$ cat src/rtl/fmul_arbiter.sv
// fmul_arbiter: round-robin front end for one shared pipelined FP32 multiplier.
// Each cycle it grants at most one requester and feeds its operands to the
// multiplier. A tag pipeline moves in lock-step with the multiplier so that
// each result goes back to the requester that issued it.
module fmul_arbiter #(
  parameter int NREQ = 4,
  parameter int LAT  = 2,
  parameter int IDW  = 2
) (
  input  logic               clk,
  input  logic               clr,
  input  logic [NREQ-1:0]    req_valid,
  input  logic [32*NREQ-1:0] req_a,
  input  logic [32*NREQ-1:0] req_b,
  output logic [NREQ-1:0]    req_ready,
  output logic [NREQ-1:0]    rsp_valid,
  input  logic [NREQ-1:0]    rsp_ready,
  output logic [31:0]        rsp_z,
  output logic [31:0]        mul_a,
  output logic [31:0]        mul_b,
  output logic               mul_enable,
  input  logic [31:0]        mul_z,
  output logic [IDW+1:0]     inflight,
  output logic [31:0]        ops_count
);

  // Tag pipeline: one {valid, id} per multiplier stage; stage LAT-1 is the output stage.
  logic [LAT-1:0]   r_tag_vld;
  logic [IDW-1:0]   r_tag_id [LAT];
  logic [IDW-1:0]   r_ptr;
  logic [31:0]      r_ops_count;
  logic [IDW+1:0]   r_inflight;

  logic             w_out_vld;
  logic [IDW-1:0]   w_out_id;
  logic [NREQ-1:0]  w_out_sel;
  logic             w_out_ready;
  logic             w_advance;
  logic             w_run;
  logic             w_found;
  logic [IDW-1:0]   w_grant;
  logic             w_issue;
  logic             w_complete;
  logic [2*NREQ-1:0] w_dbl;
  logic [NREQ-1:0]  w_rot;
  logic [IDW:0]     w_sum;

  assign w_out_vld = r_tag_vld[LAT-1];
  assign w_out_id  = r_tag_id[LAT-1];

  // Decode the output-stage tag into a one-hot requester select.
  always_comb begin
    w_out_sel = '0;
    for (int i = 0; i < NREQ; i++) begin
      if (w_out_vld && (w_out_id == IDW'(i))) begin
        w_out_sel[i] = 1'b1;
      end else begin
        w_out_sel[i] = 1'b0;
      end
    end
  end

  // The whole pipeline (multiplier and tags) moves only when the output stage
  // is empty or its owner takes the result; a stalled owner stalls everyone.
  assign w_out_ready = |(w_out_sel & rsp_ready);
  assign w_advance   = !w_out_vld || w_out_ready;
  assign w_run       = w_advance && !clr;

  // Round-robin search: rotate the valid vector so bit 0 is the pointer,
  // take the first set bit, then map it back to an absolute index.
  always_comb begin
    w_dbl   = {req_valid, req_valid};
    w_rot   = NREQ'(w_dbl >> r_ptr);
    w_found = 1'b0;
    w_grant = '0;
    w_sum   = '0;
    for (int i = 0; i < NREQ; i++) begin
      if (!w_found && w_rot[i]) begin
        w_found = 1'b1;
        w_sum   = {1'b0, r_ptr} + (IDW+1)'(i);
        if (w_sum >= (IDW+1)'(NREQ)) begin
          w_sum = w_sum - (IDW+1)'(NREQ);
        end else begin
          w_sum = w_sum;
        end
        w_grant = w_sum[IDW-1:0];
      end else begin
        w_found = w_found;
      end
    end
  end

  assign w_issue    = w_run && w_found;
  assign w_complete = w_run && w_out_vld;

  // Steer the granted requester's operands to the multiplier and strobe its ready.
  always_comb begin
    req_ready = '0;
    mul_a     = 32'h0000_0000;
    mul_b     = 32'h0000_0000;
    for (int i = 0; i < NREQ; i++) begin
      if (w_found && (w_grant == IDW'(i))) begin
        mul_a        = req_a[32*i +: 32];
        mul_b        = req_b[32*i +: 32];
        req_ready[i] = w_run;
      end else begin
        req_ready[i] = 1'b0;
      end
    end
  end

  // Present the output-stage result to its owner; everything is masked during clear.
  always_comb begin
    if (clr) begin
      rsp_valid = '0;
      rsp_z     = 32'h0000_0000;
    end else if (w_out_vld) begin
      rsp_valid = w_out_sel;
      rsp_z     = mul_z;
    end else begin
      rsp_valid = '0;
      rsp_z     = 32'h0000_0000;
    end
  end

  assign mul_enable = w_run;
  assign inflight   = r_inflight;
  assign ops_count  = r_ops_count;

  // Shift the tag pipeline whenever the multiplier is enabled; bubbles stay in place.
  always_ff @(posedge clk) begin
    if (clr) begin
      r_tag_vld <= '0;
      for (int s = 0; s < LAT; s++) begin
        r_tag_id[s] <= '0;
      end
    end else if (w_advance) begin
      r_tag_vld[0] <= w_issue;
      r_tag_id[0]  <= w_grant;
      for (int s = 1; s < LAT; s++) begin
        r_tag_vld[s] <= r_tag_vld[s-1];
        r_tag_id[s]  <= r_tag_id[s-1];
      end
    end else begin
      r_tag_vld <= r_tag_vld;
    end
  end

  // Move the round-robin pointer to the requester after the one just accepted.
  always_ff @(posedge clk) begin
    if (clr) begin
      r_ptr <= '0;
    end else if (w_issue) begin
      if (w_grant == IDW'(NREQ-1)) begin
        r_ptr <= '0;
      end else begin
        r_ptr <= w_grant + IDW'(1);
      end
    end else begin
      r_ptr <= r_ptr;
    end
  end

  // Track valid tags in flight and count completed results (wrapping counter).
  always_ff @(posedge clk) begin
    if (clr) begin
      r_inflight  <= '0;
      r_ops_count <= 32'h0000_0000;
    end else begin
      r_inflight  <= r_inflight + (IDW+2)'(w_issue) - (IDW+2)'(w_complete);
      r_ops_count <= r_ops_count + 32'(w_complete);
    end
  end

endmodule
$ cat config.mk
export PLATFORM = sky130hd
export DESIGN_NAME = fmul_arbiter
export DESIGN_NICKNAME = d
export VERILOG_FILES = /design/src/rtl/fmul_arbiter.sv
export SDC_FILE = /design/constraint.sdc
export NUM_CORES = 1
export LEC_CHECK = 0
export CAP_MARGIN = 10
export CORE_AREA = 8 8 167 169
export DETAILED_ROUTE_END_ITERATION = 10
export DIE_AREA = 0 0 175 177
export SYNTH_ARGS = -nofsm -noshare
export SYNTH_HDL_FRONTEND = slang
export SYNTH_SLANG_ARGS = --single-unit
$ cat constraint.sdc
create_clock -name clk -period 7.85 [get_ports clk]
set_input_delay 0.785 -clock clk [delete_from_list [all_inputs] [get_ports clk]]
set_output_delay 0.785 -clock clk [all_outputs]
set_load 0.02 [all_outputs]
# Word-level counts from Yosys, hierarchy flattened
# Memories as Yosys holds them, arrays and structs flattened.
# Index checks and enable logic that the tools add are counted.
# word_totals
ff_bits,40
elab_cells,93
in_bits,298
mem_bits_rw,4
n_memories,1
output_inout_bits,141
# classes
bitwise_logic,3
muxes,40
add_sub_neg,11
reduce_logical,23
shift,1
n_eq_ne,6
order_cmp,4
# mem_list
name,words,width,rd,rd_clocked_by_memory_dff,wr,line_no,source
r_tag_id,2,2,2,0,2,29,logic [IDW-1:0] r_tag_id [LAT];
# op_table
op,count
2-to-1 mux 32 bit,10
adder 32 x 1 -> 32 bit,1
2-to-1 mux 2 bit,11
2-to-1 mux 1 bit,17
logical AND 1 bit,14
>= comparator 3 bit (second input constant),3
equality test 2 bit (second input constant),4
2-to-1 mux 4 bit,2
right shift 8 x 2 -> 4 bit,1
subtractor 2 x 1 -> 2 bit (second input constant),4
adder 2 x 2 -> 3 bit (second input constant),2
zero test 1 bit,5
adder 4 x 1 -> 4 bit,1
AND 4 bit,1
equality test 2 x 1 -> 1 bit (second input constant),2
zero test 2 bit,2
OR reduction 4 bit,1
subtractor 4 x 1 -> 4 bit,1
adder 2 x 1 -> 3 bit (second input constant),1
>= comparator 2 x 3 -> 1 bit (second input constant),1
adder 2 x 1 -> 2 bit (second input constant),1
bitwise OR 1 bit,2
logical OR 1 bit,1

# Logic depth before layout (Yosys ltp)
# Gate-level depths: netlist of the first run.
# logic_depth
ltp_word,17
ltp_mapped,11
ltp_nobuf,10

# Worst setup path after synthesis of the first run
# OpenSTA, ideal clock, no wires.
# synth_timing
kind,in2out
startpoint,input req_valid[2]
endpoint,output mul_b[13]
path_stages,10
arrival_ns,2.769
required_time_ns,7.065
n_path_buf,3
slack_ns,4.296
path_cell_list,mux2i_1 > nor2_1 > nor3_1 > ha_1 > buf_2 > buf_2 > buf_2 > a211oi_1 > a211o_1 > a21oi_1
# synth_between
elab_chain_len,17
word_cells_on_any_way,27
classes_between,eq/ne (3); shift (1); mux (12); reduce/logical (11)
# synth_rtl
element,line_no,source
"start, declared",12,"input logic [NREQ-1:0] req_valid,"
right shift 8 x 2 -> 4 bit (*),73,w_rot = NREQ'(w_dbl >> r_ptr);
2-to-1 mux 1 bit,78,if (!w_found && w_rot[i]) begin
zero test 1 bit,78,
logical AND 1 bit,78,
2-to-1 mux 1 bit,78,
zero test 1 bit,78,
logical AND 1 bit,78,
2-to-1 mux 1 bit,78,
zero test 1 bit,78,
logical AND 1 bit,78,
2-to-1 mux 2 bit (*),78,
net w_grant[0],41,logic [IDW-1:0] w_grant;
zero test 2 bit,102,if (w_found && (w_grant == IDW'(i))) begin
logical AND 1 bit,102,
2-to-1 mux 32 bit (3 in series),102,
2-to-1 mux 32 bit (*),102,
"end, declared",20,"output logic [31:0] mul_b,"
# The timed path passes the listed nets; every way through them passes the cells marked *.

# Worst setup path after layout of the first run
# layout_timing
startpoint,input req_valid[0]
endpoint,output mul_b[1]
# layout_between
elab_chain_len,17
word_cells_on_any_way,27
classes_between,eq/ne (3); shift (1); mux (12); reduce/logical (11)
# layout_rtl
element,line_no
right shift 8 x 2 -> 4 bit (*),73
2-to-1 mux 1 bit,78
zero test 1 bit,78
logical AND 1 bit,78
2-to-1 mux 1 bit,78
zero test 1 bit,78
logical AND 1 bit,78
2-to-1 mux 1 bit,78
zero test 1 bit,78
logical AND 1 bit,78
2-to-1 mux 2 bit,78
zero test 2 bit,102
logical AND 1 bit,102
2-to-1 mux 32 bit (3 in series),102
2-to-1 mux 32 bit (*),102
# Mark *: on every way between the ends. The rest lies on a longest branch, timed or not.

==> results.toml, run 1 <==
[timing]
period_minus_slack_ns = 5.60
slew_headroom = 0.243
drv_slew = 0
rsz0062_at_grt = "false"
max_freq_mhz = 179
tightest_slew_ns = 1.14
timing_hold_violations_final = 0
setup-violations-final = 0
fin_skew_ns = 0.00780
timing.final.crit_share = 0.713
fin_setup_tns_ns = 0

[die]
coreArea_um2 = 25500
die-area_um2 = 31000
die_w_um = 175
pin_count = 439
fp-row-count = 59
die_h_um = 177
start_util = 0.205

[finish]
post_layout_nonfiller_instances = 1463
drive_gt1_frac = 0.0240
utilization = 0.392
multi_input_area_um2 = 3760
area_delta_synth_final_pct = 91.5
fillers = 2690
seq_area_um2 = 921
nets = 1432

[worst_setup_path]
required_ns = 7.07
max_stage_delay_ns = 1.04
worstPathCellList = "clkdlybuf4s50_1 -> a21oi_1 -> o21a_1 -> o22ai_1 -> ha_2 -> and3b_1 -> a211oi_1 -> a211o_1 -> a21oi_1 -> clkdlybuf4s50_1"
cp-endpoint = "mul_b[1]"
path_depth = 10
critPathArrivalTime_ns = 4.81
reg2regPathDepth = 9
criticalPathCategory = "input port to primary output"
end_kind = "primary output"
r2r_end = "ops_count[26]"
setup.worst_path.start_class = "input port"
reg2reg_slack_ns = 5.01
crit_buf_inv = 2
worstSetupStartpoint = "req_valid[0]"
timing.rr.start = "r_tag_id[0][2]"
cp_max_fo = 64
path_delay_family = "compound AO/OA/AOI/OAI gates"
cp_slowest_cell = "ha_2"

[cts]
tritoncts = "built"
cts.path.max_buffers = 2
path_clk_slew_ns = 0.06
cts_hold_buf = 0
cts_setup_buffers = 0
numCtsBuffers = 5
insertion_delay_ns = 0.29
cts-root-buf = "clkbuf_16"
htree_levels = 2
ctsResizeCount = 0
clkSinkCount = 44

[global_routing]
grt_pass1_wl_mm = 41.0
grt_overflow = 0
grt_pass1_vias = 6844
grt_max_degree = 86
antenna_found_initial = 6
grtUsageTotal = 0.167

[status]
status = "finished clean"

[route]
avgViaCountPerCell = 4.67
met1Wirelength_mm = 11.4
wl_per_cell_um = 19.0
vias = 6834
ant_nets = 0
wl_mm = 27.8
drt_iter0_drc = 327
met3WireLength_mm = 2.25
wl_met2_mm = 13.8
drt_pass1_iterations = 4
drc = 0
highest_layer = "met4"

[synthesis]
seq_area_frac_synth = 0.176
ys_seq_elements = 44
synth_area_um2 = 5220
postSynthCellCount = 742
syn-mean-instance-area_um2 = 7.03
yosys_warnings = 0
mappedNetlistNets = 1052
yosysUniqueCellTypes = 47

[worst_hold_path]
hold_path.class = "register to register"
hold-path-cell-count = 2

[placement]
globalplace.congestion = 0.857
io_buffers = 438
place_hpwl_mm = 22.8
placed_cells = 1450

[pwr]
ir_drop_mv = 0.220
power-per-cell-area_nw_per_um2 = 216
leakagePower_nw = 4.02

[flow_run]
cap_violations = 0
[area by class of cell]
| cell class | count | area share |
|---|---|---|
| clock inverter | 2 | 0.00163 |
| antenna | 5 | 0.00125 |
| tap | 335 | 0.0419 |
| clock buffer | 6 | 0.0150 |
| inverter | 77 | 0.0289 |
| timing repair buffer | 444 | 0.443 |
| multi-input combinational | 550 | 0.376 |
| sequential | 44 | 0.0922 |
[worst min-delay path by stage]
stage                             from           end  slack, ns
after floorplan           r_tag_vld[0]  r_tag_vld[1]       0.45
after global placement    r_tag_vld[0]  r_tag_vld[1]       0.47
after detailed placement  r_tag_vld[0]  r_tag_vld[1]       0.46
after CTS                 r_tag_vld[0]  r_tag_vld[1]       0.47
after global routing      r_tag_vld[0]  r_tag_vld[1]       0.51
final                     r_tag_vld[0]  r_tag_vld[1]       0.47
[routing by layer]
metal | GRT usage | up-vias
li1 | - | 3420
met1 | 0.190 | 3123
met2 | 0.296 | 272
met3 | 0.0555 | 19
met4 | 0.0396 | 0
met5 | 0 | -
[cells by family after synthesis]
logic type               synth area share
flip-flops                          0.177
buffers and inverters               0.112
multiplexers                       0.0271
XOR/XNOR                           0.0235
AND/OR/NAND/NOR                     0.328
AO/OA/AOI/OAI                       0.303
adder cells (fa/ha/maj)            0.0302
[Yosys cell counts, drive strengths merged]
master,instances,area [um2]
or3b,1,8.76
and3,11,68.8
or3,1,6.26
a211o,64,561
ha,11,138
and3b,62,543
o21a,1,7.51
nor2,28,105
and4,5,46.3
mux2i,4,40.0
edfxtp,4,120
nand2,79,304
o41ai,1,8.76
a21o,1,7.51
nor4,10,68.8
a211oi,63,473
nor4b,1,8.76
clkbuf,49,184
nand3,9,45.0
and2,38,238
xnor2,7,61.3
nand2b,4,25.0
dfxtp,40,801
a21oi,80,400
nor3,3,15.0
o31ai,9,67.6
a221oi,2,17.5
nand4,8,56.3
nor2b,14,87.6
fa,1,20.0
o21ai,2,10.0
nor3b,2,15.0
or4,9,67.6
mux2,9,101
o221ai,1,15.0
o22ai,1,6.26
inv,77,289
buf,22,110
o22a,1,8.76
xor2,7,61.3
[placed cells by master (no fill, tap or decap), types with 5 or more instances in the layout]
| master | count |
|---|---|
| buf_4 | 6 |
| o31ai_1 | 9 |
| and3_1 | 11 |
| nor2b_1 | 14 |
| diode_2 | 5 |
| a21oi_1 | 80 |
| nand2_1 | 76 |
| nor2_1 | 28 |
| clkdlybuf4s50_1 | 437 |
| and2_1 | 38 |
| nand3_1 | 9 |
| xnor2_1 | 7 |
| ha_1 | 7 |
| clkbuf_16 | 6 |
| dfxtp_1 | 40 |
| or4_1 | 9 |
| inv_1 | 77 |
| nand4_1 | 7 |
| nor4_1 | 8 |
| a211o_1 | 64 |
| and3b_1 | 62 |
| a211oi_1 | 63 |
| mux2_1 | 9 |
| xor2_1 | 7 |
[metrics by stage]
stage               worst slack [ns]  cell area [um2]  hold slack (ns)  power (mW)
floorplan                       4.30             5220            0.446        1.21
global placement                2.26             9810            0.470        1.94
detailed placement              2.21             9810            0.463        1.94
CTS                             2.18             9980            0.472        2.18
global route                    1.99             9990            0.508        2.30
finish                          2.25             9990            0.469        2.16
[worst register-to-register path, stage by stage (launching register included)]
cell and delay, ns:
edfxtp_1 0.50, mux2i_1 0.19, o22a_1 0.24, nor2_1 0.21
ha_1 0.19, ha_1 0.19, and3_1 0.23, nand2_2 0.24
nor4_1 0.39, mux2_1 0.35
[registers in the layout, indices dropped and copies added, names as in the netlist]
signal / flops
inflight: 4
ops_count: 32
r_ptr: 2
r_tag_id: 4
r_tag_vld: 2
[where the power goes]
part           total [mW]  switching [mW]  internal, mW
Sequential          0.258          0.0154         0.243
Clock               0.231          0.0922         0.138
Combinational        1.67           0.843         0.827
No activity file was read; power rests on OpenSTA's default activity.
==> run 2, diff against run 1 <==
--- a/config.mk
+++ b/config.mk
@@ -6,9 +6,9 @@
 export NUM_CORES = 1
 export LEC_CHECK = 0
 export CAP_MARGIN = 10
-export CORE_AREA = 8 8 167 169
+export CORE_AREA = 8 8 162 164
 export DETAILED_ROUTE_END_ITERATION = 10
-export DIE_AREA = 0 0 175 177
+export DIE_AREA = 0 0 170 172
 export SYNTH_ARGS = -nofsm -noshare
 export SYNTH_HDL_FRONTEND = slang
 export SYNTH_SLANG_ARGS = --single-unit
==> constraint.sdc (replaced) <==
create_clock -name clk -period 4.6 [get_ports clk]
set_input_delay 0.46 -clock clk [delete_from_list [all_inputs] [get_ports clk]]
set_output_delay 0.46 -clock clk [all_outputs]
set_load 0.02 [all_outputs]
==> run 2 against run 1 <==
Net effect:
- register-to-register slack got worse by 3.3 ns
- clock power up 76%
- final area grew 2.0%
- first-iteration DRC count fell by 1.5%
- sequential power grew 71%
- clock skew rose by 0.00052 ns
- cell count rose by 0.48%
- setup slack lost 1.6 ns
- largest cell class unchanged
- largest power group unchanged
==> results.toml, run 2 (synthesis results as in run 1) <==
[cts]
ctsResizeCount = 0
cts.path.max_buffers = 2
numCtsBuffers = 5
tritoncts = "built"
htree_levels = 2
cts_setup_buffers = 0
cts_hold_buf = 0
clkSinkCount = 44
cts-root-buf = "clkbuf_16"
path_clk_slew_ns = 0.06
insertion_delay_ns = 0.29

[die]
die-area_um2 = 29200
fp-row-count = 57
pin_count = 439
start_util = 0.219
coreArea_um2 = 23800
die_w_um = 170
die_h_um = 172

[route]
drt_pass1_iterations = 5
wl_mm = 30.0
drt_iter0_drc = 322
avgViaCountPerCell = 4.74
vias = 6968
ant_nets = 0
wl_per_cell_um = 20.4
drc = 0

[timing]
timing_hold_violations_final = 0
timing.final.crit_share = 0.865
drv_slew = 0
fin_skew_ns = 0.00832
tightest_slew_ns = 0.570
setup-violations-final = 0
max_freq_mhz = 251
rsz0062_at_grt = "false"
fin_setup_tns_ns = 0
slew_headroom = 0.617
period_minus_slack_ns = 3.98

[worst_setup_path]
cp_slowest_cell = "clkdlybuf4s50_1"
path_delay_family = "buffers and inverters"
end_kind = "primary output"
required_ns = 4.14
setup.worst_path.start_class = "input port"
worstPathCellList = "clkdlybuf4s50_1 -> a21oi_1 -> o21a_1 -> o22ai_1 -> buf_4 -> inv_1 -> ha_4 -> buf_4 -> a211oi_1 -> a211o_1 -> a21oi_1 -> clkdlybuf4s50_1"
critPathArrivalTime_ns = 3.52
criticalPathCategory = "input port to primary output"
path_depth = 12
crit_buf_inv = 5
reg2regPathDepth = 9
max_stage_delay_ns = 0.65
cp_max_fo = 27

[global_routing]
grt_pass1_vias = 6939
grt_max_degree = 80
antenna_found_initial = 11
grt_pass1_wl_mm = 43.1
grtUsageTotal = 0.192
grt_overflow = 0

[worst_hold_path]
hold_path.class = "register to register"
hold-path-cell-count = 2

[placement]
placed_area_um2 = 10000
place_hpwl_mm = 24.9
io_buffers = 438
globalplace.congestion = 0.908

[flow_run]
cap_violations = 0

[pwr]
ir_drop_mv = 0.332
p_total_mw = 3.83
leakagePower_nw = 4.13
power-per-cell-area_nw_per_um2 = 376

[finish]
drive_gt1_frac = 0.0386
largest_reg_flops = 32
fillers = 2490
utilization = 0.428
layout_common_cells = "clkdlybuf4s50_1, a21oi_1, inv_1, nand2_1, a211o_1"
nets = 1448
fin_area_um2 = 10200
area_delta_synth_final_pct = 95.3
final_common_cell = "clkdlybuf4s50_1"

[status]
status = "finished clean"
run 2: layer usage:
| layer | vias to the layer above | wire [um] | track usage |
|---|---|---|---|
| li1 | 3446 | - | - |
| met1 | 3181 | 11700 | 0.213 |
| met2 | 305 | 14700 | 0.338 |
| met3 | 32 | 2930 | 0.0685 |
| met4 | 4 | 584 | 0.0633 |
| met5 | - | 27 | 0 |
run 2: metrics by stage:
stage	cells	worst slack (ns)	hold slack, ns
6_report	1470	0.619	0.466
4_1_cts	1463	0.586	0.471
3_5_place_dp	1455	0.598	0.462
2_1_floorplan	742	1.70	0.446
5_1_grt	1470	0.436	0.513
3_3_place_gp	1455	0.622	0.454
run 2: worst register-to-register path, cell delays in order (launching register included):
cell      delay, ns
edfxtp_1       0.50
mux2i_1        0.20
o22a_1         0.25
nor2_1         0.23
ha_1           0.20
ha_1           0.18
and3_1         0.23
nand2_2        0.24
nor4_1         0.42
mux2_1         0.35
run 2: final cells by class:
type | instances | area (um2) | share of cell area
well taps | 324 | 405 | 0.0398
diodes | 7 | 17.5 | 0.00172
inverters | 77 | 289 | 0.0284
repair buffers | 460 | 4630 | 0.454
flip-flops and latches | 44 | 921 | 0.0904
clock inverters | 3 | 42.5 | 0.00417
multi-input cells | 550 | 3760 | 0.369
clock buffers | 5 | 125 | 0.0123
run 2: final timing paths:
kind / slack, ns / to / start
worst max-delay path: 0.62 / mul_a[10] / req_valid[0]
worst min-delay path: 0.47 / r_tag_vld[1] / r_tag_vld[0]
worst max register to register: 1.68 / ops_count[26] / r_tag_id[0][2]
worst min register to register: 0.47 / r_tag_vld[1] / r_tag_vld[0]
run 2: power breakdown:
part           internal, mW  leakage (nW)  switching (mW)
sequential            0.415         0.370          0.0269
combinational          1.50          3.68            1.48
clock                 0.255        0.0799           0.151
